[src/rtl/lsu_pkg.sv]
// Shared types for the load/store unit: access-size encoding, FSM states
// and the byte-lane mask helper.
package lsu_pkg;

  typedef enum logic [1:0] {
    SZ_BYTE    = 2'd0,
    SZ_HALF    = 2'd1,
    SZ_WORD    = 2'd2,
    SZ_ILLEGAL = 2'd3
  } size_e;

  typedef enum logic [1:0] {
    ST_IDLE   = 2'd0,
    ST_ACC_LO = 2'd1,
    ST_ACC_HI = 2'd2,
    ST_RESP   = 2'd3
  } state_e;

  // Unshifted byte-enable pattern for an access size; illegal selects no lanes.
  function automatic logic [3:0] size_mask(input size_e size);
    logic [3:0] mask;
    case (size)
      SZ_BYTE: mask = 4'h1;
      SZ_HALF: mask = 4'h3;
      SZ_WORD: mask = 4'hF;
      default: mask = 4'h0;
    endcase
    return mask;
  endfunction

endpackage

[src/rtl/lsu_align.sv]
// Combinational lane shifter: positions store data / byte enables across a
// two-word window and extracts and extends load data from that window.
module lsu_align
  import lsu_pkg::*;
(
  input  logic [1:0]  size,
  input  logic [1:0]  off,
  input  logic        is_unsigned,
  input  logic [31:0] wdata,
  input  logic [63:0] rbuf,
  output logic [6:0]  be7,
  output logic [63:0] wdata64,
  output logic [31:0] rdata
);

  logic [5:0]  shamt;
  logic [63:0] rshift;

  assign shamt = {off, 3'b000};

  // Lane placement for stores and right-justify plus extension for loads.
  always_comb begin
    be7     = {3'b000, size_mask(size_e'(size))} << off;
    wdata64 = {32'h0, wdata} << shamt;
    rshift  = rbuf >> shamt;
    rdata   = '0;
    case (size_e'(size))
      SZ_BYTE: rdata = {{24{~is_unsigned & rshift[7]}}, rshift[7:0]};
      SZ_HALF: rdata = {{16{~is_unsigned & rshift[15]}}, rshift[15:0]};
      SZ_WORD: rdata = rshift[31:0];
      default: rdata = '0;
    endcase
  end

endmodule

[src/rtl/load_store_unit.sv]
// Load/store unit: one request at a time, unaligned accesses split into two
// word beats, loads assembled from a two-word buffer, held response.
module load_store_unit
  import lsu_pkg::*;
#(
  parameter int ADDR_WIDTH = 32,
  parameter int DATA_WIDTH = 32
) (
  input  logic                  clk_i,
  input  logic                  rst_i,
  input  logic                  req_valid_i,
  output logic                  req_ready_o,
  input  logic                  req_we_i,
  input  logic [1:0]            req_size_i,
  input  logic                  req_unsigned_i,
  input  logic [ADDR_WIDTH-1:0] req_addr_i,
  input  logic [DATA_WIDTH-1:0] req_wdata_i,
  output logic                  resp_valid_o,
  input  logic                  resp_ready_i,
  output logic [DATA_WIDTH-1:0] resp_rdata_o,
  output logic                  resp_err_o,
  output logic                  mem_en_o,
  output logic                  mem_we_o,
  output logic [ADDR_WIDTH-1:0] mem_addr_o,
  output logic [DATA_WIDTH-1:0] mem_wdata_o,
  output logic [3:0]            mem_be_o,
  input  logic [DATA_WIDTH-1:0] mem_rdata_i
);

  state_e                  state, state_nxt;
  logic                    we_q, uns_q;
  size_e                   size_q;
  logic [ADDR_WIDTH-1:0]   addr_q;
  logic [DATA_WIDTH-1:0]   wdata_q;
  logic [63:0]             rbuf_q;

  logic [6:0]              be7;
  logic [63:0]             wdata64;
  logic [31:0]             rdata_ext;
  logic [ADDR_WIDTH-1:0]   lo_addr, hi_addr;
  logic                    split, accept;

  lsu_align u_align (
    .size        (size_q),
    .off         (addr_q[1:0]),
    .is_unsigned (uns_q),
    .wdata       (wdata_q),
    .rbuf        (rbuf_q),
    .be7         (be7),
    .wdata64     (wdata64),
    .rdata       (rdata_ext)
  );

  assign lo_addr = {addr_q[ADDR_WIDTH-1:2], 2'b00};
  assign hi_addr = lo_addr + ADDR_WIDTH'(4);
  assign split   = |be7[6:4];
  assign accept  = (state == ST_IDLE) && req_valid_i;

  // State register.
  always_ff @(posedge clk_i) begin
    if (rst_i) state <= ST_IDLE;
    else       state <= state_nxt;
  end

  // Request capture and load-beat buffering.
  always_ff @(posedge clk_i) begin
    if (rst_i) begin
      we_q    <= 1'b0;
      uns_q   <= 1'b0;
      size_q  <= SZ_BYTE;
      addr_q  <= '0;
      wdata_q <= '0;
      rbuf_q  <= '0;
    end else begin
      if (accept) begin
        we_q    <= req_we_i;
        uns_q   <= req_unsigned_i;
        size_q  <= size_e'(req_size_i);
        addr_q  <= req_addr_i;
        wdata_q <= req_wdata_i;
        rbuf_q  <= '0;
      end
      if (state == ST_ACC_LO && !we_q) rbuf_q[31:0]  <= mem_rdata_i;
      if (state == ST_ACC_HI && !we_q) rbuf_q[63:32] <= mem_rdata_i;
    end
  end

  // Next-state and output decode.
  always_comb begin
    state_nxt    = state;
    req_ready_o  = 1'b0;
    resp_valid_o = 1'b0;
    resp_rdata_o = '0;
    resp_err_o   = 1'b0;
    mem_en_o     = 1'b0;
    mem_we_o     = 1'b0;
    mem_addr_o   = '0;
    mem_wdata_o  = '0;
    mem_be_o     = '0;
    case (state)
      ST_IDLE: begin
        req_ready_o = 1'b1;
        if (req_valid_i)
          state_nxt = (size_e'(req_size_i) == SZ_ILLEGAL) ? ST_RESP : ST_ACC_LO;
      end
      ST_ACC_LO: begin
        mem_en_o    = 1'b1;
        mem_we_o    = we_q;
        mem_addr_o  = lo_addr;
        mem_wdata_o = wdata64[31:0];
        mem_be_o    = be7[3:0];
        state_nxt   = split ? ST_ACC_HI : ST_RESP;
      end
      ST_ACC_HI: begin
        mem_en_o    = 1'b1;
        mem_we_o    = we_q;
        mem_addr_o  = hi_addr;
        mem_wdata_o = wdata64[63:32];
        mem_be_o    = {1'b0, be7[6:4]};
        state_nxt   = ST_RESP;
      end
      ST_RESP: begin
        resp_valid_o = 1'b1;
        resp_err_o   = (size_q == SZ_ILLEGAL);
        if (!we_q && size_q != SZ_ILLEGAL) resp_rdata_o = rdata_ext;
        if (resp_ready_i) state_nxt = ST_IDLE;
      end
      default: state_nxt = ST_IDLE;
    endcase
    // Outputs are forced idle while reset is asserted, so an access aborted
    // in ACC_HI never presents its second beat to the RAM at the reset edge.
    if (rst_i) begin
      req_ready_o  = 1'b0;
      resp_valid_o = 1'b0;
      resp_rdata_o = '0;
      resp_err_o   = 1'b0;
      mem_en_o     = 1'b0;
      mem_we_o     = 1'b0;
      mem_addr_o   = '0;
      mem_wdata_o  = '0;
      mem_be_o     = '0;
    end
  end

endmodule
[config.mk]
export PLATFORM = sky130hd
export DESIGN_NAME = load_store_unit
export DESIGN_NICKNAME = d
export VERILOG_FILES = /design/src/rtl/lsu_pkg.sv /design/src/rtl/lsu_align.sv /design/src/rtl/load_store_unit.sv
export SDC_FILE = /design/constraint.sdc
export NUM_CORES = 1
export LEC_CHECK = 0
export BUFFER_PORTS_ARGS = -buffer_cell sky130_fd_sc_hd__clkbuf_2
export CAP_MARGIN = 20
export CORE_AREA = 2 2 121 147
export DETAILED_ROUTE_END_ITERATION = 16
export DIE_AREA = 0 0 123 149
export GPL_TIMING_DRIVEN = 0
export PLACE_DENSITY_LB_ADDON = 0.3
export SLEW_MARGIN = 20
export SYNTH_ARGS = -nofsm -noshare
export SYNTH_HDL_FRONTEND = slang
export SYNTH_SLANG_ARGS = --single-unit
[constraint.sdc]
create_clock -name clk_i -period 2.05 [get_ports clk_i]
set_clock_uncertainty 0.15 [all_clocks]
set_input_delay 0.41 -clock clk_i [delete_from_list [all_inputs] [get_ports clk_i]]
set_output_delay 0.41 -clock clk_i [all_outputs]
set_load 0.005 [all_outputs]
==> results.cfg <==
[global_route]
met2_usage_pct = 58.0
top_usage_layer = met2
use_met3_pct = 8.37
grt_usage_pct = 35.4
grt_pass1_vias = 9132
grt_overflow = 0
grtUsageMet1_pct = 41.8
grt_max_degree = 17
grt_pass1_wl_mm = 49.5
antenna_found_initial = 0

[timing]
fin_setup_tns_ns = -63.57
fmax_mhz = 353
rsz0062_at_grt = yes
fin_ws_ns = -0.781
min_period_ns = 2.83
slew_headroom_pct = 49.6
slew_viol_final = 0
tightest_slew_ns = 0.756
hold_viol = 0
setup_viol = 133
fin_crit_sh_pct = 138

[route]
vias = 10100
drt_iter0_markers = 1170
wire_per_inst_um = 23.7
first_pass_iters = 8
viasPerCell = 6.49
drc_errors = 0
detail-route-antenna-nets = 0
wl_mm = 36.7

[final_layout]
area_growth_pct = 63.8
nFillCells = 1154
seq_area_um2 = 2580
drive_gt1_share_pct = 49.7
multi_input_area_um2 = 5820
final_cells = 1551
stdcell_area_um2 = 12200
fin_nets = 1432
num_antenna_cells = 0

[pwr]
ir_drop_mv = 0.732
p_leak_nw = 4.92
power_density_nw_per_um2 = 1150

[placement]
place_area_um2 = 8890
hpwl_mm = 20.4
pre_cts_slack_ns = -0.616
io_buffers = 206
dp.cells = 1433
gp_congestion = 0.965

[synthesis]
ys_warn_count = 0
syn_inst = 1006
synthFlopType = dfxtp_1
post-synth-top-count-cell = nand2_1
yosysSeqAreaShare_pct = 33.7
avgSynthCellArea_um2 = 7.43
synthTopCellsByArea = dfxtp_1 34%, nand2_1 9.9%, a22oi_1 7.6%
synthTopCellsByCount = 198 x nand2_1, 126 x dfxtp_1, 115 x nor2_1
synth_area_um2 = 7470
synth_top_area_share_pct = 33.7
ys_seq_elements = 126
synth_top_area_cell = dfxtp_1
ys_async_sr_fraction_pct = 0
synth_cell_types = 53
synth_edf_count = 0

[hold_path]
hold_class = input port to flop

[setup_path]
worstSetupPathType = flop to output port
end_kind = output port
slowest_stage = nor4_4
slowest_delay_ns = 0.44
critical_path_buf_inv_count = 2
start_kind = flop
worstPathRequired_ns = 1.49
crit_family = simple AND/OR/NAND/NOR gates
worstPathArrival_ns = 2.27
path_cells = ha_4 -> nand3_4 -> nor4_4 -> buf_4 -> nand4_1 -> o31ai_2 -> clkbuf_2
crit_fanout = 5

[floorplan]
rows = 53
die_h_um = 149
pin_count = 209
initial_utilization_pct = 43.7
dieArea_um2 = 18300
die_w_um = 123
core-area_um2 = 17100

[clocking]
clkSinkCount = 126
cts_buffers = 17
clockRootBuffer = clkbuf_16
ctsHoldBuffers = 0
clkLatencyLatePin_ns = 0.44
tritoncts = yes
cts_max_path_buffers = 2
h-tree-depth = 4
clkTransAtPathRegs_ns = 0.07

[outcome]
violations = negative setup slack
status = finished with violations

[run]
cap_violations = 0
==> cell type report <==
cell class / count / share of cell area, %
Multi-Input combinational cell: 777 / 47.5
Sequential cell: 126 / 21.1
Timing Repair Buffer: 298 / 16.6
Buffer: 80 / 7.09
Clock buffer: 17 / 3.47
Tap cell: 220 / 2.25
Clock inverter: 15 / 1.23
Inverter: 18 / 0.746
==> path summary, 6_finish.rpt <==
path         cells after the start  slack (ns)              to      startpoint
max                              7       -0.78  mem_addr_o[18]       addr_q[2]
max reg2reg                     13       -0.20      rbuf_q[45]        state[0]
min reg2reg                      2        0.35       addr_q[8]       addr_q[8]
min                              3        0.04      addr_q[26]  req_addr_i[26]
==> flip-flops by register name, summed over array words and instances, names as in the netlist <==
signal	cells
we_q	1
rbuf_q	56
uns_q	1
addr_q	32
size_q	2
state	2
wdata_q	32
==> cells by family (layout without fill, tap and decap cells) <==
| kind of cell | count (synthesis) | count (layout) | share of synthesized area [%] |
|---|---|---|---|
| AO/OA/AOI/OAI | 303 | 303 | 25.6 |
| other | 1 | 2 | 0.0502 |
| AND/OR/NAND/NOR | 379 | 383 | 21.7 |
| XOR/XNOR | 1 | 1 | 0.117 |
| buffers and inverters | 108 | 428 | 6.06 |
| flip-flops | 126 | 126 | 33.7 |
| adder cells (fa/ha/maj) | 10 | 10 | 1.67 |
| multiplexers | 78 | 78 | 11.0 |
==> metal layers <==
layer	wire length, um	share of wire (%)	vias up
li1	-	-	4192
met2	16900	46	945
met1	12600	34	4643
met4	2950	8.0	0
met3	4250	12	285
met5	0	0	-
==> layout by cell type (no fill, tap or decap), drive strengths merged, types with 10 or more instances in the layout <==
master / netlist / routed
a22o: 10 / 10
nor2: 116 / 117
mux2i: 46 / 46
a22oi: 76 / 76
dfxtp: 126 / 126
buf: 30 / 167
clkbuf: 60 / 228
mux2: 32 / 32
ha: 10 / 10
a31oi: 10 / 10
nand3: 14 / 14
a21oi: 102 / 102
inv: 18 / 26
nand2: 200 / 202
o21ai: 56 / 56
==> worst min-delay path, stage by stage <==
cell	delay (ns)
clkbuf_2	0.08
nand2_1	0.05
a21oi_1	0.05
==> metrics by stage <==
step / power (W) / utilization (%) / hold WS [ns]
after CTS: 0.0124 / 66.8 / 0.0364
after global routing: 0.0145 / 71.6 / 0.0375
final: 0.0141 / 71.6 / 0.0386
after detailed placement: 0.00752 / 52.0 / 0.330
after floorplan: 0.00614 / - / 0.295
after global placement: 0.00744 / 52.0 / 0.322
==> power breakdown <==
part | internal [W] | leakage, nW | switching [W]
combinational | 0.00344 | 3.60 | 0.00403
clock | 0.00171 | 0.276 | 0.00134
sequential | 0.00296 | 1.04 | 0.000654
total | 0.00810 | 4.92 | 0.00603
==> repair_timing <==
action                     CTS  global route
gates cloned                13             3
setup endpoints to repair  214           174
pin swaps                   54            53
setup buffers               49            36
gates resized for setup    386           183
(Power assumes the default switching activity.)
